`config.mk`:
```
export PLATFORM = sky130hd
export DESIGN_NAME = loa_add_arbiter
export DESIGN_NICKNAME = d
export VERILOG_FILES = /design/src/rtl/loa_add_arbiter.sv
export SDC_FILE = /design/constraint.sdc
export NUM_CORES = 1
export LEC_CHECK = 0
export CORE_MARGIN = 5
export CORE_UTILIZATION = 35
export CTS_CLUSTER_SIZE = 10
export DETAILED_ROUTE_END_ITERATION = 8
export GPL_ROUTABILITY_DRIVEN = 0
export GPL_TIMING_DRIVEN = 0
export HOLD_SLACK_MARGIN = 0.12
export PLACE_DENSITY = 0.85
export SYNTH_ARGS = -nofsm -noshare
export SYNTH_HDL_FRONTEND = slang
export SYNTH_SLANG_ARGS = --single-unit
```
`constraint.sdc`:
```
create_clock -name clk -period 3.95 [get_ports clk]
set_input_delay 0.79 -clock clk [delete_from_list [all_inputs] [get_ports clk]]
set_output_delay 0.79 -clock clk [all_outputs]
set_load 0.02 [all_outputs]
```
`src/rtl/loa_add_arbiter.sv`:
```
// Four-requester round-robin front end feeding a single-slot 32-bit adder.
// Define LOA_APPROX_EN to use the lower-part-OR approximate adder.
module loa_add_arbiter #(
  parameter int APX_BITS = 8
) (
  input  logic         clk,
  input  logic         rst,
  input  logic [3:0]   req_valid,
  output logic [3:0]   req_ready,
  input  logic [127:0] req_a,
  input  logic [127:0] req_b,
  output logic         rsp_valid,
  input  logic         rsp_ready,
  output logic [1:0]   rsp_id,
  output logic [31:0]  rsp_sum,
  output logic         rsp_cout
);

  typedef enum logic {
    S_EMPTY = 1'b0,
    S_FULL  = 1'b1
  } state_t;

  state_t      r_state;
  logic [1:0]  r_ptr;
  logic [1:0]  r_id;
  logic [31:0] r_sum;
  logic        r_cout;

  logic [1:0]  w_win;
  logic [1:0]  w_idx;
  logic        w_any;
  logic        w_open;
  logic        w_req_xfer;
  logic        w_rsp_xfer;
  logic [31:0] w_a;
  logic [31:0] w_b;
  logic [32:0] w_res;

  // Walk from ptr+3 down to ptr so the nearest valid requester wins.
  always_comb begin
    w_win = r_ptr;
    w_any = 1'b0;
    w_idx = r_ptr;
    for (int k = 3; k >= 0; k--) begin
      w_idx = r_ptr + 2'(k);
      if (req_valid[w_idx]) begin
        w_win = w_idx;
        w_any = 1'b1;
      end
    end
  end

  assign w_open     = !rst && ((r_state == S_EMPTY) || rsp_ready);
  assign w_req_xfer = w_open && w_any;
  assign w_rsp_xfer = (r_state == S_FULL) && rsp_ready;

  always_comb begin
    req_ready = 4'b0000;
    if (w_req_xfer) req_ready[w_win] = 1'b1;
  end

  assign w_a = req_a[{w_win, 5'd0} +: 32];
  assign w_b = req_b[{w_win, 5'd0} +: 32];

`ifdef LOA_APPROX_EN
  logic [APX_BITS-1:0] w_lo;
  logic                w_cin;
  logic [32-APX_BITS:0] w_hi;

  // Lower bits are OR'd; only their top bit pair generates a carry.
  assign w_lo  = w_a[APX_BITS-1:0] | w_b[APX_BITS-1:0];
  assign w_cin = w_a[APX_BITS-1] & w_b[APX_BITS-1];
  assign w_hi  = {1'b0, w_a[31:APX_BITS]}
               + {1'b0, w_b[31:APX_BITS]}
               + {{(32-APX_BITS){1'b0}}, w_cin};
  assign w_res = {w_hi, w_lo};
`else
  assign w_res = {1'b0, w_a} + {1'b0, w_b};
`endif

  always_ff @(posedge clk) begin
    if (rst) begin
      r_state <= S_EMPTY;
      r_ptr   <= 2'd0;
      r_id    <= 2'd0;
      r_sum   <= 32'd0;
      r_cout  <= 1'b0;
    end else if (w_req_xfer) begin
      r_state <= S_FULL;
      r_ptr   <= w_win + 2'd1;
      r_id    <= w_win;
      r_sum   <= w_res[31:0];
      r_cout  <= w_res[32];
    end else if (w_rsp_xfer) begin
      r_state <= S_EMPTY;
    end
  end

  assign rsp_valid = (r_state == S_FULL);
  assign rsp_id    = r_id;
  assign rsp_sum   = r_sum;
  assign rsp_cout  = r_cout;

endmodule

```
==> results.sh, run 1 <==
export IMPL_setup_slack_ns=-0.193
export IMPL_critPathBufInv=4
export IMPL_fin_crit_sh=1.05
export IMPL_hpwl_um=20000
export IMPL_grt_total_usage=0.278
export IMPL_peakVddDrop_uv=270
export IMPL_critPathLaunchType="input pin"
export IMPL_post_drt_wl_per_cell_um=19.3
export IMPL_cpMaxStageDelayCell="o22ai_2"
export IMPL_hold_viol=0
export IMPL_ys_ff_latch=38
export IMPL_grt_pass1_vias=7263
export IMPL_die_h_um=130
export IMPL_fp_dieW_um=130
export IMPL_final_nets=1492
export IMPL_design_area_mm2=0.00960
export IMPL_top_usage_layer="met2"
export IMPL_timing_hold_ws_ns=0.449
export IMPL_avgSynthCellArea_um2=6.01
export IMPL_root_buffer="clkbuf_16"
export IMPL_slowest_delay_ns=0.35
export IMPL_min_period_ns=4.14
export IMPL_ios=303
export IMPL_avgViaCountPerCell=5.75
export IMPL_ys_warn_count=0
export IMPL_rsz0062_at_grt="yes"
export IMPL_clockBufferDepth=2
export IMPL_drive_gt1_frac=0.163
export IMPL_grt_overflow=0
export IMPL_violations="negative setup slack"
export IMPL_synth_edff_count=0
export IMPL_area_growth_synth_to_final_pct=89.8
export IMPL_crit_fanout=11
export IMPL_finClkSkew_ns=0.00860
export IMPL_rows=44
export IMPL_hold_path_class="reg2reg"
export IMPL_crit_family="compound AO/OA/AOI/OAI gates"
export IMPL_synth_seq_area_share=0.150
export IMPL_arrival_ns=4.35
export IMPL_numCtsBuffers=5
export IMPL_maxCapViolations=0
export IMPL_leakagePower_nw=4.06
export IMPL_grt_antenna_before_repair=1
export IMPL_slew_violations=0
export IMPL_grt_util_met1=0.344
export IMPL_cts_hold_buf=0
export IMPL_worst_slew_pin_slew_ns=0.703
export IMPL_htreeDepth=2
export IMPL_drc_errors=0
export IMPL_fmax_mhz=241
export IMPL_setup_viol=16
export IMPL_async_flop_share=0
export IMPL_initial_core_util=0.352
export IMPL_syn_nets=1141
export IMPL_antenna_cells=0
export IMPL_syn_instance_count=841
export IMPL_place_ws_ns=-1.62
export IMPL_drtIter0Drc=622
export IMPL_tritoncts="yes"
export IMPL_grt_max_degree=13
export IMPL_required_ns=4.15
export IMPL_cts_sinks=38
export IMPL_dr_pass1_iters=5
export IMPL_ys_types=54
export IMPL_synth_ff_type="dfxtp_1"
export IMPL_wl_um=26600
export IMPL_num_vias=7911
export IMPL_die_area_mm2=0.0170
export IMPL_core_mm2=0.0144
export IMPL_endpoint_kind="register"
export IMPL_p_total_mw=5.42
export IMPL_path_cells="buf_8 > nor2b_4 > a221o_1 > o22ai_4 > inv_4 > buf_8 > clkbuf_8 > nand2_1 > a31oi_2 > ha_4 > nand4_1 > o22ai_2 > a211oi_4 > o211ai_2 > nand4_1 > a211o_1 > a211oi_2"
export IMPL_io_buffers=301
export IMPL_gr_usage_met2=0.480
export IMPL_placed_cell_area_mm2=0.00831
export IMPL_clk_pin_slew_ns=0.06
export IMPL_clkLatencyLatePin_ns=0.28
export IMPL_synth_area_mm2=0.00506
export IMPL_grt_pass1_wl_um=37400
export IMPL_status="finished, violations left"
export IMPL_grt_use_met3=0.0639
export IMPL_postLayoutCoreUtil=0.668
export IMPL_antenna_left=0
export IMPL_power_density_mw_per_mm2=565
export IMPL_slew_headroom=0.529
export IMPL_critical_path_class="in2reg"
stage by stage:
stage                     setup TNS (ns)  cells
after floorplan                        0    841
after global placement            -35.66   1326
after detailed placement          -38.25   1326
after CTS                         -0.361   1367
after global routing               -3.26   1377
final                              -1.66   1377
cells in the final DEF (no fill, tap or decap), drive strengths merged, types with 3 or more instances in the layout:
cell type,count
a211o,3
a211oi,7
a21boi,4
a21o,9
a21oi,55
a31oi,71
and2,7
and3,69
buf,74
clkbuf,35
clkdlybuf4s50,297
dfxtp,38
ha,36
inv,8
nand2,330
nand3,6
nand4,10
nor2,26
nor3,4
nor4,4
o211ai,6
o21ai,34
o21bai,3
xnor2,11
xor2,14
cell families after synthesis:
family                     Yosys count  synth area share
buffers and inverters               65            0.0529
AOI/OAI and AO/OA                  210             0.261
adders and majority gates           37            0.0930
muxes                                1           0.00198
xor gates and xnor gates            25            0.0433
DFF                                 38             0.150
and+or+nand+nor                    465             0.397
worst reg2reg max path: cells and delay by family (launching register included):
kind / cells / cell delay [ns]
compound gates: 8 / 2.02
simple gates: 4 / 0.63
buf+inv: 3 / 0.48
flops: 1 / 0.46
fa+ha+maj: 1 / 0.34
repair_timing:
item                       CTS  global route
cloned                       3             0
setup buffers               31            11
gates resized for setup    166            74
setup endpoints to repair   34            24
pin swaps                   44            30
report_power, final:
part,internal (mW),switching (mW)
Combinational,1.99,2.45
Clock,0.234,0.157
Sequential,0.521,0.0745
Total,2.74,2.68
layout make-up:
class,instances,area (um2)
Sequential cell,38,761
Clock buffer,6,129
Timing Repair Buffer,346,3410
Multi-Input combinational cell,738,4560
Fill cell,1174,4770
Buffer,55,460
Tap cell,184,230
Clock inverter,2,13.8
Inverter,8,32.5
worst paths after layout:
path / startpoint / endpoint / slack (ns) / cells after the start
setup / recovery: req_valid[2] / rsp_cout / -0.19 / 17
hold / removal: rsp_sum[17] / rsp_sum[17] / 0.45 / 2
setup reg to reg: r_ptr[1] / rsp_cout / -0.05 / 16
hold reg to reg: rsp_sum[17] / rsp_sum[17] / 0.45 / 2
synthesized netlist by cell type (3+ instances only):
| master | instances | area share |
|---|---|---|
| a21o_1 | 9 | 0.013 |
| and2_1 | 7 | 0.0087 |
| xor2_1 | 14 | 0.024 |
| a31oi_1 | 71 | 0.088 |
| o211ai_1 | 5 | 0.0074 |
| a21oi_1 | 55 | 0.054 |
| nand4_1 | 10 | 0.012 |
| and3_1 | 69 | 0.085 |
| xnor2_1 | 11 | 0.019 |
| buf_2 | 15 | 0.015 |
| clkbuf_1 | 39 | 0.029 |
| a211oi_1 | 5 | 0.0074 |
| inv_1 | 7 | 0.0052 |
| a211o_1 | 3 | 0.0052 |
| o21bai_1 | 3 | 0.0045 |
| nand3_1 | 6 | 0.0059 |
| o21ai_0 | 32 | 0.032 |
| nand2_1 | 330 | 0.24 |
| a21boi_0 | 3 | 0.0045 |
| ha_1 | 36 | 0.089 |
| nor3_1 | 4 | 0.0040 |
| dfxtp_1 | 38 | 0.15 |
| nor4_1 | 4 | 0.0049 |
| nor2_1 | 26 | 0.019 |
registers in the layout, indices dropped and copies added, names as in the netlist:
signal / cells
rsp_id: 2
rsp_sum: 32
rsp_cout: 1
rsp_valid: 1
r_ptr: 2
routing by layer:
layer  share of wire  wire [um]
met1            0.38      10100
met2            0.48      12800
met3           0.098       2620
met4           0.041       1090
met5         0.00053         14
Note: power is estimated with default switching activity, not from simulation.
==> run 2, diff against run 1 <==
--- a/config.mk
+++ b/config.mk
@@ -6,13 +6,13 @@
 export NUM_CORES = 1
 export LEC_CHECK = 0
 export CORE_MARGIN = 5
-export CORE_UTILIZATION = 35
+export CORE_UTILIZATION = 42
 export CTS_CLUSTER_SIZE = 10
 export DETAILED_ROUTE_END_ITERATION = 8
 export GPL_ROUTABILITY_DRIVEN = 0
 export GPL_TIMING_DRIVEN = 0
 export HOLD_SLACK_MARGIN = 0.12
-export PLACE_DENSITY = 0.85
+export PLACE_DENSITY = 0.95
 export SYNTH_ARGS = -nofsm -noshare
 export SYNTH_HDL_FRONTEND = slang
 export SYNTH_SLANG_ARGS = --single-unit
==> constraint.sdc (replaced) <==
create_clock -name clk -period 4.9 [get_ports clk]
set_input_delay 0.98 -clock clk [delete_from_list [all_inputs] [get_ports clk]]
set_output_delay 0.98 -clock clk [all_outputs]
set_load 0.02 [all_outputs]
==> run 2 against run 1 <==
  * The flow now finishes without violations
  * Wire length is 7.3% lower
  * Final cell count is 5.5% lower
  * Sequential share of layout area is 0.90 points higher
  * Die area is 15% lower
  * Critical path depth stayed put
  * Clock power is 12% higher
  * Power is 29% lower
  * Flip-flop and latch count stayed put
  * Sequential power is 19% lower
  * Clock-buffer cell count stayed put
  * Worst setup slack better by 0.35 ns
  * Hold slack better by 0.0043 ns
  * Largest power group unchanged
  * Highest routed layer is now met4
==> results.sh, run 2 (synthesis results as in run 1) <==
export IMPL_status="complete, no violations"
export IMPL_hp_start="rsp_sum[3]"
export IMPL_slowest_delay_ns=0.44
export IMPL_grt_pass1_wl_um=37500
export IMPL_core_mm2=0.0119
export IMPL_clk_pin_slew_ns=0.06
export IMPL_endpoint_kind="register"
export IMPL_dr_pass1_iters=5
export IMPL_design_area_mm2=0.00861
export IMPL_final_cell_mix="330 x nand2_1, 297 x clkdlybuf4s50_1, 69 x and3_1, 66 x a31oi_1, 53 x a21oi_1"
export IMPL_area_growth_synth_to_final_pct=70.3
export IMPL_critical_path_class="in2reg"
export IMPL_grt_antenna_before_repair=1
export IMPL_io_buffers=301
export IMPL_wl_um=24700
export IMPL_ios=303
export IMPL_crit_fanout=11
export IMPL_crit_family="compound AO/OA/AOI/OAI gates"
export IMPL_die_area_mm2=0.0143
export IMPL_grt_total_usage=0.323
export IMPL_initial_core_util=0.425
export IMPL_hold_path_class="reg2reg"
export IMPL_setup_viol=0
export IMPL_critPathBufInv=3
export IMPL_p_total_mw=3.83
export IMPL_postLayoutCoreUtil=0.723
export IMPL_min_to="rsp_sum[3]"
export IMPL_numCtsBuffers=5
export IMPL_slew_violations=0
export IMPL_final_nets=1452
export IMPL_cpMaxStageDelayCell="ha_2"
export IMPL_cts_hold_buf=0
export IMPL_htreeDepth=2
export IMPL_required_ns=5.10
export IMPL_rr_worst_depth=17
export IMPL_root_buffer="clkbuf_16"
export IMPL_leakagePower_nw=3.72
export IMPL_drc_errors=0
export IMPL_r2r_end="rsp_sum[24]"
export IMPL_post_drt_wl_per_cell_um=19.0
export IMPL_mostFrequentLayoutCell="nand2_1"
export IMPL_n_fill_cell=961
export IMPL_fmax_mhz=211
export IMPL_critPathLaunchType="input pin"
export IMPL_power_density_mw_per_mm2=445
export IMPL_cts_sinks=38
export IMPL_grt_max_degree=13
export IMPL_clockBufferDepth=2
export IMPL_grt_overflow=0
export IMPL_hpwl_um=20100
export IMPL_fp_dieW_um=120
export IMPL_grt_pass1_vias=7498
export IMPL_finClkSkew_ns=0.00527
export IMPL_min_period_ns=4.74
export IMPL_maxCapViolations=0
export IMPL_placed_cell_area_mm2=0.00825
export IMPL_hold_viol=0
export IMPL_largest_reg_flops=32
export IMPL_die_h_um=120
export IMPL_fin_crit_sh=0.968
export IMPL_slew_headroom=0.556
export IMPL_clkLatencyLatePin_ns=0.28
export IMPL_worstReg2RegStart="r_ptr[1]"
export IMPL_path_cells="dlygate4sd2_1 > nor2_1 > nor2_1 > a21oi_1 > o221a_2 > clkbuf_4 > clkbuf_4 > and3_1 > a31oi_2 > ha_2 > nand4_1 > o22ai_2 > a211oi_4 > o211ai_2 > nand4_1 > a211o_1 > a211oi_2"
export IMPL_antenna_left=0
export IMPL_hold_path_depth=2
export IMPL_drive_gt1_frac=0.0607
export IMPL_peakVddDrop_uv=204
export IMPL_rsz0062_at_grt="no"
export IMPL_arrival_ns=4.94
export IMPL_worst_slew_pin_slew_ns=0.658
export IMPL_tritoncts="yes"
export IMPL_num_vias=7567
export IMPL_avgViaCountPerCell=5.82
export IMPL_reg2reg_slack_ns=0.71
export IMPL_rows=40
export IMPL_drtIter0Drc=566
[run 2: changes by cell type in the layout (fill, tap and decap cells not counted), sizes merged]
| cell | previous run | this run |
|---|---|---|
| clkbuf | 35 | 48 |
| dlygate4sd2 | 0 | 2 |
| dlymetal6s2s | 0 | 1 |
| diode | 0 | 1 |
| buf | 74 | 18 |
| clkinv | 2 | 0 |
| bufinv | 0 | 2 |
[run 2: worst max-delay path by stage]
stage / from / to / slack [ns] / cells after the start
after floorplan: req_valid[2] / rsp_sum[16] / 0.71 / 17
after global placement: req_valid[0] / rsp_sum[27] / -0.77 / 17
after detailed placement: req_valid[0] / rsp_sum[27] / -0.83 / 17
after CTS: req_valid[3] / rsp_sum[30] / 0.09 / 17
after global routing: req_valid[2] / rsp_sum[30] / 0.0009 / 17
final: req_valid[0] / rsp_cout / 0.16 / 17
[run 2: what timing repair did]
action                     CTS  global route
pin swaps                    1             1
setup endpoints to repair   26            16
gates cloned                 0             0
setup buffers                1             2
resized for setup           31            24
[run 2: final cells by class]
type / instances / area, um2 / share of cell area
multi-input cells: 738 / 4130 / 0.479
repair buffers: 304 / 3040 / 0.352
flip-flops and latches: 38 / 761 / 0.0883
plain buffers: 57 / 275 / 0.0320
well taps: 147 / 184 / 0.0214
clock buffers: 6 / 139 / 0.0161
clock inverters: 2 / 60.1 / 0.00697
inverters: 8 / 30.0 / 0.00349
diodes: 1 / 2.50 / 0.000290
[run 2: report_power, final]
group	total, mW	switching [mW]	internal (mW)
sequential	0.484	0.0642	0.420
clock	0.436	0.130	0.306
combinational	2.91	1.69	1.22
[run 2: worst register-to-register path, delay by kind of cell (launching register included)]
family                     cells  cell delay, ns
AOI/OAI and AO/OA              9            2.01
adders and majority gates      2            0.68
DFF                            1            0.50
buffers and inverters          3            0.49
and+or+nand+nor                2            0.20
xor gates and xnor gates       1            0.17
[run 2: metrics by stage]
stage | hold slack, ns | std cells | setup WS (ns) | TNS (ns)
2_1_floorplan | 0.494 | 841 | 0.710 | 0
3_3_place_gp | 0.437 | 1289 | -0.767 | -11.64
3_5_place_dp | 0.447 | 1289 | -0.826 | -13.43
4_1_cts | 0.456 | 1298 | 0.0867 | 0
5_1_grt | 0.492 | 1301 | 0.000931 | 0
6_report | 0.454 | 1301 | 0.157 | 0
[run 2: routing by layer]
metal  wire [um]  global-route usage  up-vias
met5           0                   0        -
met4        1320               0.147        0
met3        2530              0.0839      106
met2       12200               0.608      521
met1        8630               0.333     3374
li1            -                   -     3566
==> run 3, diff against run 2 <==
--- a/config.mk
+++ b/config.mk
@@ -13,6 +13,7 @@
 export GPL_TIMING_DRIVEN = 0
 export HOLD_SLACK_MARGIN = 0.12
 export PLACE_DENSITY = 0.95
+export SLEW_MARGIN = 40
 export SYNTH_ARGS = -nofsm -noshare
 export SYNTH_HDL_FRONTEND = slang
 export SYNTH_SLANG_ARGS = --single-unit
==> results of run 3 <==
Final layout, timing and power as in run 2 (identical DEF).
